<file path="config.mk">
export PLATFORM = sky130hd
export DESIGN_NAME = mem_port_arbiter_flat
export DESIGN_NICKNAME = d
export VERILOG_FILES = /design/src/rtl/mem_port_arbiter_if.sv /design/src/rtl/mem_port_arbiter.sv /design/src/flat_wrapper.sv
export SDC_FILE = /design/constraint.sdc
export NUM_CORES = 1
export LEC_CHECK = 0
export ABC_AREA = 1
export BUFFER_PORTS_ARGS = -buffer_cell sky130_fd_sc_hd__clkbuf_2
export CORE_AREA = 2 2 108 110
export DETAILED_ROUTE_END_ITERATION = 16
export DIE_AREA = 0 0 110 112
export PLACE_DENSITY = 0.43
export SYNTH_ARGS = -nofsm -noshare
export SYNTH_HDL_FRONTEND = slang
export SYNTH_SLANG_ARGS = --single-unit
</file>
<file path="constraint.sdc">
create_clock -name clk -period 1.32 [get_ports clk]
set_input_delay 0.132 -clock clk [delete_from_list [all_inputs] [get_ports clk]]
set_output_delay 0.132 -clock clk [all_outputs]
set_load 0.05 [all_outputs]
</file>
<file path="src/rtl/mem_port_arbiter_if.sv">
// Bundle of the fetch requester, data requester and RAM-side signals of mem_port_arbiter.
// slave is the arbiter's view; master is the view of everything around it (core + RAM).
interface mem_port_arbiter_if #(
    parameter int ADDR_WIDTH = 32,
    parameter int DATA_WIDTH = 32
);
    // fetch requester
    logic                    if_req;
    logic [ADDR_WIDTH-1:0]   if_addr;
    logic                    if_ready;
    logic                    if_rvalid;
    logic [DATA_WIDTH-1:0]   if_rdata;

    // data requester
    logic                    d_req;
    logic                    d_we;
    logic [ADDR_WIDTH-1:0]   d_addr;
    logic [DATA_WIDTH-1:0]   d_wdata;
    logic [3:0]              d_wstrb;
    logic                    d_ready;
    logic                    d_rvalid;
    logic [DATA_WIDTH-1:0]   d_rdata;

    // RAM side
    logic                    mem_en;
    logic [3:0]              mem_we;
    logic [ADDR_WIDTH-3:0]   mem_addr;
    logic [DATA_WIDTH-1:0]   mem_wdata;
    logic [DATA_WIDTH-1:0]   mem_rdata;

    modport slave (
        input  if_req, if_addr,
        input  d_req, d_we, d_addr, d_wdata, d_wstrb,
        input  mem_rdata,
        output if_ready, if_rvalid, if_rdata,
        output d_ready, d_rvalid, d_rdata,
        output mem_en, mem_we, mem_addr, mem_wdata
    );

    modport master (
        output if_req, if_addr,
        output d_req, d_we, d_addr, d_wdata, d_wstrb,
        output mem_rdata,
        input  if_ready, if_rvalid, if_rdata,
        input  d_ready, d_rvalid, d_rdata,
        input  mem_en, mem_we, mem_addr, mem_wdata
    );
endinterface

</file>
<file path="src/rtl/mem_port_arbiter.sv">
// Shares one single-port word-addressed RAM between instruction fetch and load/store.
// Data wins by default; a starvation counter forces a fetch grant after STARVE_LIMIT denials.
module mem_port_arbiter #(
    parameter int ADDR_WIDTH   = 32,
    parameter int DATA_WIDTH   = 32,  // must be 32: four byte strobes
    parameter int STARVE_LIMIT = 4    // 1..15
) (
    input  logic                 clk,
    input  logic                 rst_n,
    mem_port_arbiter_if.slave    bus,
    output logic [3:0]           dbg_starve_cnt,
    output logic [1:0]           dbg_resp_owner
);

    // Handshake: a request transfers when req && ready in the same cycle; requesters
    // hold req/addr/we/wdata stable until then. Read responses (rvalid/rdata) arrive
    // exactly one cycle after acceptance and cannot be back-pressured.

    typedef enum logic [1:0] {
        OWN_NONE = 2'd0,
        OWN_IF   = 2'd1,
        OWN_D    = 2'd2
    } owner_e;

    localparam logic [3:0] LIMIT = 4'(STARVE_LIMIT);

    owner_e      resp_owner, resp_owner_next;
    logic [3:0]  starve_cnt, starve_cnt_next;
    logic        grant_if, grant_d;

    logic unused_addr_bits;
    assign unused_addr_bits = ^{bus.if_addr[1:0], bus.d_addr[1:0]};

    always_ff @(posedge clk or negedge rst_n) begin
        if (!rst_n) begin
            resp_owner <= OWN_NONE;
            starve_cnt <= 4'd0;
        end else begin
            resp_owner <= resp_owner_next;
            starve_cnt <= starve_cnt_next;
        end
    end

    always_comb begin
        grant_if        = 1'b0;
        grant_d         = 1'b0;
        resp_owner_next = OWN_NONE;
        starve_cnt_next = 4'd0;

        bus.if_ready    = 1'b0;
        bus.d_ready     = 1'b0;
        bus.mem_en      = 1'b0;
        bus.mem_we      = 4'b0000;
        bus.mem_addr    = '0;
        bus.mem_wdata   = '0;
        bus.if_rvalid   = 1'b0;
        bus.if_rdata    = '0;
        bus.d_rvalid    = 1'b0;
        bus.d_rdata     = '0;

        // Fetch only wins a contested cycle once it has waited LIMIT cycles.
        grant_if = bus.if_req && (!bus.d_req || (starve_cnt >= LIMIT));
        grant_d  = bus.d_req && !grant_if;

        bus.if_ready = grant_if;
        bus.d_ready  = grant_d;
        bus.mem_en   = grant_if || grant_d;

        if (grant_if) begin
            bus.mem_addr    = bus.if_addr[ADDR_WIDTH-1:2];
            resp_owner_next = OWN_IF;
        end else if (grant_d) begin
            bus.mem_addr    = bus.d_addr[ADDR_WIDTH-1:2];
            bus.mem_wdata   = bus.d_wdata;
            bus.mem_we      = bus.d_we ? bus.d_wstrb : 4'b0000;
            resp_owner_next = bus.d_we ? OWN_NONE : OWN_D;
        end

        if (bus.if_req && !grant_if) begin
            starve_cnt_next = (starve_cnt >= LIMIT) ? LIMIT : starve_cnt + 4'd1;
        end

        // Only the port that issued last cycle's read sees RAM data.
        case (resp_owner)
            OWN_IF: begin
                bus.if_rvalid = 1'b1;
                bus.if_rdata  = bus.mem_rdata;
            end
            OWN_D: begin
                bus.d_rvalid = 1'b1;
                bus.d_rdata  = bus.mem_rdata;
            end
            default: ;
        endcase
    end

    assign dbg_starve_cnt = starve_cnt;
    assign dbg_resp_owner = resp_owner;

endmodule

</file>
<file path="src/flat_wrapper.sv">
// flat-port wrapper written by rule: the top's interface ports become plain ports
module mem_port_arbiter_flat 
#(
    parameter int ADDR_WIDTH   = 32,
    parameter int DATA_WIDTH   = 32,                                  
    parameter int STARVE_LIMIT = 4            
)
  (clk, rst_n, dbg_starve_cnt, dbg_resp_owner, bus_if_req, bus_if_addr, bus_d_req, bus_d_we, bus_d_addr, bus_d_wdata, bus_d_wstrb, bus_mem_rdata, bus_if_ready, bus_if_rvalid, bus_if_rdata, bus_d_ready, bus_d_rvalid, bus_d_rdata, bus_mem_en, bus_mem_we, bus_mem_addr, bus_mem_wdata);
  mem_port_arbiter_if #(.ADDR_WIDTH(ADDR_WIDTH), .DATA_WIDTH(DATA_WIDTH)) bus_i ();
  input  logic clk;
  input  logic rst_n;
  output logic [3:0] dbg_starve_cnt;
  output logic [1:0] dbg_resp_owner;
  input wire logic [$bits(bus_i.if_req)-1:0] bus_if_req;
  input wire logic [$bits(bus_i.if_addr)-1:0] bus_if_addr;
  input wire logic [$bits(bus_i.d_req)-1:0] bus_d_req;
  input wire logic [$bits(bus_i.d_we)-1:0] bus_d_we;
  input wire logic [$bits(bus_i.d_addr)-1:0] bus_d_addr;
  input wire logic [$bits(bus_i.d_wdata)-1:0] bus_d_wdata;
  input wire logic [$bits(bus_i.d_wstrb)-1:0] bus_d_wstrb;
  input wire logic [$bits(bus_i.mem_rdata)-1:0] bus_mem_rdata;
  output wire logic [$bits(bus_i.if_ready)-1:0] bus_if_ready;
  output wire logic [$bits(bus_i.if_rvalid)-1:0] bus_if_rvalid;
  output wire logic [$bits(bus_i.if_rdata)-1:0] bus_if_rdata;
  output wire logic [$bits(bus_i.d_ready)-1:0] bus_d_ready;
  output wire logic [$bits(bus_i.d_rvalid)-1:0] bus_d_rvalid;
  output wire logic [$bits(bus_i.d_rdata)-1:0] bus_d_rdata;
  output wire logic [$bits(bus_i.mem_en)-1:0] bus_mem_en;
  output wire logic [$bits(bus_i.mem_we)-1:0] bus_mem_we;
  output wire logic [$bits(bus_i.mem_addr)-1:0] bus_mem_addr;
  output wire logic [$bits(bus_i.mem_wdata)-1:0] bus_mem_wdata;
  assign bus_i.if_req = bus_if_req;
  assign bus_i.if_addr = bus_if_addr;
  assign bus_i.d_req = bus_d_req;
  assign bus_i.d_we = bus_d_we;
  assign bus_i.d_addr = bus_d_addr;
  assign bus_i.d_wdata = bus_d_wdata;
  assign bus_i.d_wstrb = bus_d_wstrb;
  assign bus_i.mem_rdata = bus_mem_rdata;
  assign bus_if_ready = bus_i.if_ready;
  assign bus_if_rvalid = bus_i.if_rvalid;
  assign bus_if_rdata = bus_i.if_rdata;
  assign bus_d_ready = bus_i.d_ready;
  assign bus_d_rvalid = bus_i.d_rvalid;
  assign bus_d_rdata = bus_i.d_rdata;
  assign bus_mem_en = bus_i.mem_en;
  assign bus_mem_we = bus_i.mem_we;
  assign bus_mem_addr = bus_i.mem_addr;
  assign bus_mem_wdata = bus_i.mem_wdata;
  mem_port_arbiter #(.ADDR_WIDTH(ADDR_WIDTH), .DATA_WIDTH(DATA_WIDTH), .STARVE_LIMIT(STARVE_LIMIT)) u_core (.clk(clk), .rst_n(rst_n), .bus(bus_i), .dbg_starve_cnt(dbg_starve_cnt), .dbg_resp_owner(dbg_resp_owner));
endmodule
</file>
== Word level (Yosys, flattened, before mapping) ==
Cells that the tools add are included.
Operators by class
  $add $sub $neg: 1
  magnitude comparators: 1
  equal/unequal tests: 2
  multiplexer cells: 16
  reduce and logical (&&, ||, !) cells: 7
Operators with widths (count)
  32-bit two-way mux: 4
  30-bit two-way mux: 2
  4-bit two-way mux: 5
  2-bit two-way mux: 3
  4-bit by 1-bit adder with 4-bit output, second input constant: 1
  4-bit by 3-bit >= comparator with 1-bit output, second input constant: 1
  1-bit logical AND: 3
  2-bit by 1-bit equality test with 1-bit output, second input constant: 1
  2-bit equality test, second input constant: 1
  1-bit logical NOT: 2
  1-bit logical OR: 2
  1-bit two-way mux: 2
Storage, ports and cells
  register bits: 6
  input bits: 137
  output and inout bits: 141

== Logic depth before layout (Yosys ltp) ==
  depth in word-level cells: 7
  gate-level depth with buffers: 7
  mapped depth without buffers: 5

== Worst setup path after synthesis ==
OpenSTA, ideal clock, no wires.
  kind: register to output
  start: register u_core.resp_owner[1], in the netlist u_core.dbg_resp_owner[1]
  end: output bus_d_rdata[10]
  data arrival time: 2522 ps
  data required time: 1188 ps
  setup slack: -1334 ps
  cell stages (with the launch flop): 6
  path buffers: 1
  cell sequence: dfrtp_1 inv_1 nor2_1 inv_1 clkbuf_1 nor2_1
On the way
  cells in the longest elaborated chain, start to end: 2
Ends and longest elaborated chain
  start, declared: line mem_port_arbiter.sv:27  | owner_e resp_owner, resp_owner_next;
  start signal, assigned: line mem_port_arbiter.sv:39  | resp_owner <= resp_owner_next;
  2-bit equality test: line mem_port_arbiter.sv:84  | case (resp_owner)
  32-bit two-way mux: line mem_port_arbiter.sv:84
  end, declared: line flat_wrapper.sv:27  | output wire logic [$bits(bus_i.d_rdata)-1:0] bus_d_rdata;
No other way between the ends.

== Worst setup path in the final report ==
  start: register u_core.starve_cnt[2], in the netlist u_core.dbg_starve_cnt[2]
  end: output bus_mem_wdata[11]
On the way
  cells in the longest elaborated chain, start to end: 7
Ends and longest elaborated chain
  start, declared: line mem_port_arbiter.sv:28  | logic [3:0] starve_cnt, starve_cnt_next;
  start signal, assigned: line mem_port_arbiter.sv:40  | starve_cnt <= starve_cnt_next;
  4-bit by 3-bit >= comparator with 1-bit output *: line mem_port_arbiter.sv:62  | grant_if = bus.if_req && (!bus.d_req || (starve_cnt >= LIMIT));
  1-bit logical OR *: line mem_port_arbiter.sv:62
  1-bit logical AND *: line mem_port_arbiter.sv:62
  1-bit logical NOT: line mem_port_arbiter.sv:63  | grant_d = bus.d_req && !grant_if;
  1-bit logical AND: line mem_port_arbiter.sv:63
  32-bit two-way mux: line mem_port_arbiter.sv:72  | end else if (grant_d) begin
  32-bit two-way mux *: line mem_port_arbiter.sv:69  | if (grant_if) begin
  end, declared: line flat_wrapper.sv:31  | output wire logic [$bits(bus_i.mem_wdata)-1:0] bus_mem_wdata;
Mark *: on every way between the ends. The rest lies on a longest branch, timed or not.

==> qor.yml <==
yosys:
  synth_area_sq_mm: 0.001396
  synth_top_family_by_area: "simple AND/OR/NAND/NOR gates"
  syn-num-nets: 444
  synth_xor_xnor_area_share: 0
  synthMuxAreaShare: 0
  synthCells: 306
  ys_seq_elements: 6
  synth_top_area_frac: 0.2608
  synth_fa_ha_area_frac: 0.008961
  async_flop_share: 1.000
  synth_edf_count: 0
  synth_common_cells: "nor2_1 (97), inv_1 (71), nand2_1 (67)"
  synth_cell_types: 17
  synth_top_area_cell: "nor2_1"
  ys_seq_area_frac: 0.1075
  yosys_warnings: 0
  synth-simple-area-share: 0.6048
  synth.area.top_cells: "nor2_1 (26%), inv_1 (19%), nand2_1 (18%)"
  synth_compound_area_frac: 0.006272
  yosysMostFrequentCell: "nor2_1"
  syn_avg_cell_area_sq_um: 4.563
  synthFlopType: "dfrtp_1"
timing:
  setup_viol: 133
  drv_slew: 0
  worst_slack_ps: -357.9
  period_minus_slack_ps: 1678
  hold_viol_final: 0
  fin_crit_sh: 1.271
  fmax_mhz: 596.0
  finClkSkew_ps: 1.518
  rsz0062_at_grt: "true"
grt:
  globalRoute.totalOverflow: 0
  grt_usage: 0.1486
  grt_pass1_vias: 3062
  grt_start_max_net_pins: 23
  grt_first_pass_wirelength_mm: 14.64
  antenna_found_initial: 0
worst_setup_path:
  crit_required_ps: 1190
  crit_path_start_kind: "register"
  cp_max_fo: 10
  cp-end-kind: "output pin"
  crit_type: "register to output pin"
  arrival_ps: 1550
detailed_routing:
  vias: 2965
  drc: 0
  routedWlPerCell_microns: 13.57
  drt_wl_total_mm: 10.10
  drt_iter0_markers: 60
  dr.pass1.iters: 4
  viasPerCell: 3.985
  ant_nets: 0
power:
  ir_drop_mv: 0.3907
  p_per_area_mw_per_mm2: 555.2
  power_mw: 3.548
  leakage_nw: 3.070
clocking:
  cts_buffer_depth: 2
  clk_latency_ps: 230
  cts_buffers: 3
  cts_sinks: 6
  cts.reportedPaths.clkPinSlew_ps: 40
  h-tree-depth: 1
  cts-root-buf: "clkbuf_16"
  cts_tree: "done"
finish:
  design_area_sq_mm: 0.006391
  antenna_cells: 0
  final_nets: 740
  synthToLayoutAreaGrowth_pct: 357.7
  utilization: 0.5719
  drive_gt1_frac: 0.8186
floorplan:
  die_w_microns: 110
  die_y_microns: 112
  start_util: 0.1250
  num_rows: 39
  core_sq_mm: 0.01117
  dieArea_sq_mm: 0.01232
  io_pins: 278
worst_hold_path:
  hp-class: "input pin to register"
placed_design:
  placed_area_sq_mm: 0.004621
  gp_congestion: 0.7687
  dp_hpwl_mm: 7.389
  placement.io_buffers: 273
flow_run:
  max-cap-violations: 0
outcome:
  violations: "negative setup slack"
  status: "complete, but fails checks"
-- metrics by stage --
| step | std cells | setup WS [ps] | TNS (ps) | hold slack, ps |
|---|---|---|---|---|
| floorplan | 306 | -340.7 | -29210 | -163.6 |
| CTS | 745 | -400.3 | -34440 | 155.0 |
| global route | 744 | -416.3 | -37010 | 158.8 |
| global placement | 724 | -209.5 | -8322 | -28.87 |
| finish | 744 | -357.9 | -30260 | 138.5 |
| detailed placement | 724 | -233.9 | -10430 | -25.75 |
-- metal layers --
metal	global-route usage	vias to the layer above	wire, microns
met3	0.03279	10	860
li1	-	1463	-
met2	0.3174	146	6015
met4	0.01772	0	101
met1	0.1401	1346	3121
met5	0	-	0
-- registers in the layout (all words and copies together), names as in the netlist --
name                   cells
u_core.dbg_starve_cnt      4
u_core.dbg_resp_owner      2
-- cell usage in the layout, fill, tap and decap left out, drive strengths merged --
cell / n
dlygate4sd3: 1
conb: 1
buf: 134
a21oi: 1
ha: 1
clkinvlp: 1
nand3: 31
clkbuf: 180
inv: 70
dfrtp: 6
or2: 1
nor2: 106
nand2: 68
-- cell type report --
| type | instances | area (sq um) |
|---|---|---|
| clock buffers | 4 | 78.83 |
| inverters | 71 | 280.3 |
| repair buffers | 311 | 3567 |
| multi-input cells | 209 | 2131 |
| fillers | 958 | 4783 |
| well taps | 143 | 178.9 |
| flip-flops and latches | 6 | 155.1 |
-- path summary, 6_finish.rpt --
check	depth (start not counted)	end	slack, ps	startpoint
worst max-delay path	7	bus_mem_wdata[11]	-360	u_core.dbg_starve_cnt[2]
worst min-delay path	2	u_core.dbg_resp_owner[1]	140	bus_d_we
worst max register to register	6	u_core.dbg_resp_owner[1]	110	u_core.dbg_starve_cnt[2]
worst min register to register	1	u_core.dbg_starve_cnt[0]	480	u_core.dbg_starve_cnt[0]
max in group asynchronous	2	u_core.dbg_resp_owner[1]	840	rst_n
min in group asynchronous	2	u_core.dbg_starve_cnt[3]	310	rst_n
-- timing repair --
item,CTS,global route
gates resized for setup,261,93
pin swaps,12,14
cloned,8,2
setup buffers,8,1
endpoints found under the setup margin,133,135
hold buffers,1,0
hold endpoints to repair,6,0
-- cells by family after synthesis --
family	after synthesis
AND/OR/NAND/NOR	206
adder cells (fa/ha/maj)	1
AO/OA/AOI/OAI	1
buffers and inverters	91
other	1
flip-flops	6
-- critical path, stage by stage, from the launching register on --
cell      delay [ps]
dfrtp_2          410
nor2_4           130
nand2_2           80
nand2_4          100
nand2_4          120
buf_12           190
nor2_4           110
clkbuf_8         180
-- power breakdown --
group,total [mW],switching (mW),leakage (nW),internal [mW]
Clock,0.505,0.104,0.0382,0.401
Sequential,0.201,0.00811,0.0734,0.193
Combinational,2.84,1.62,2.96,1.22
Power figures use the tool's default switching activity.
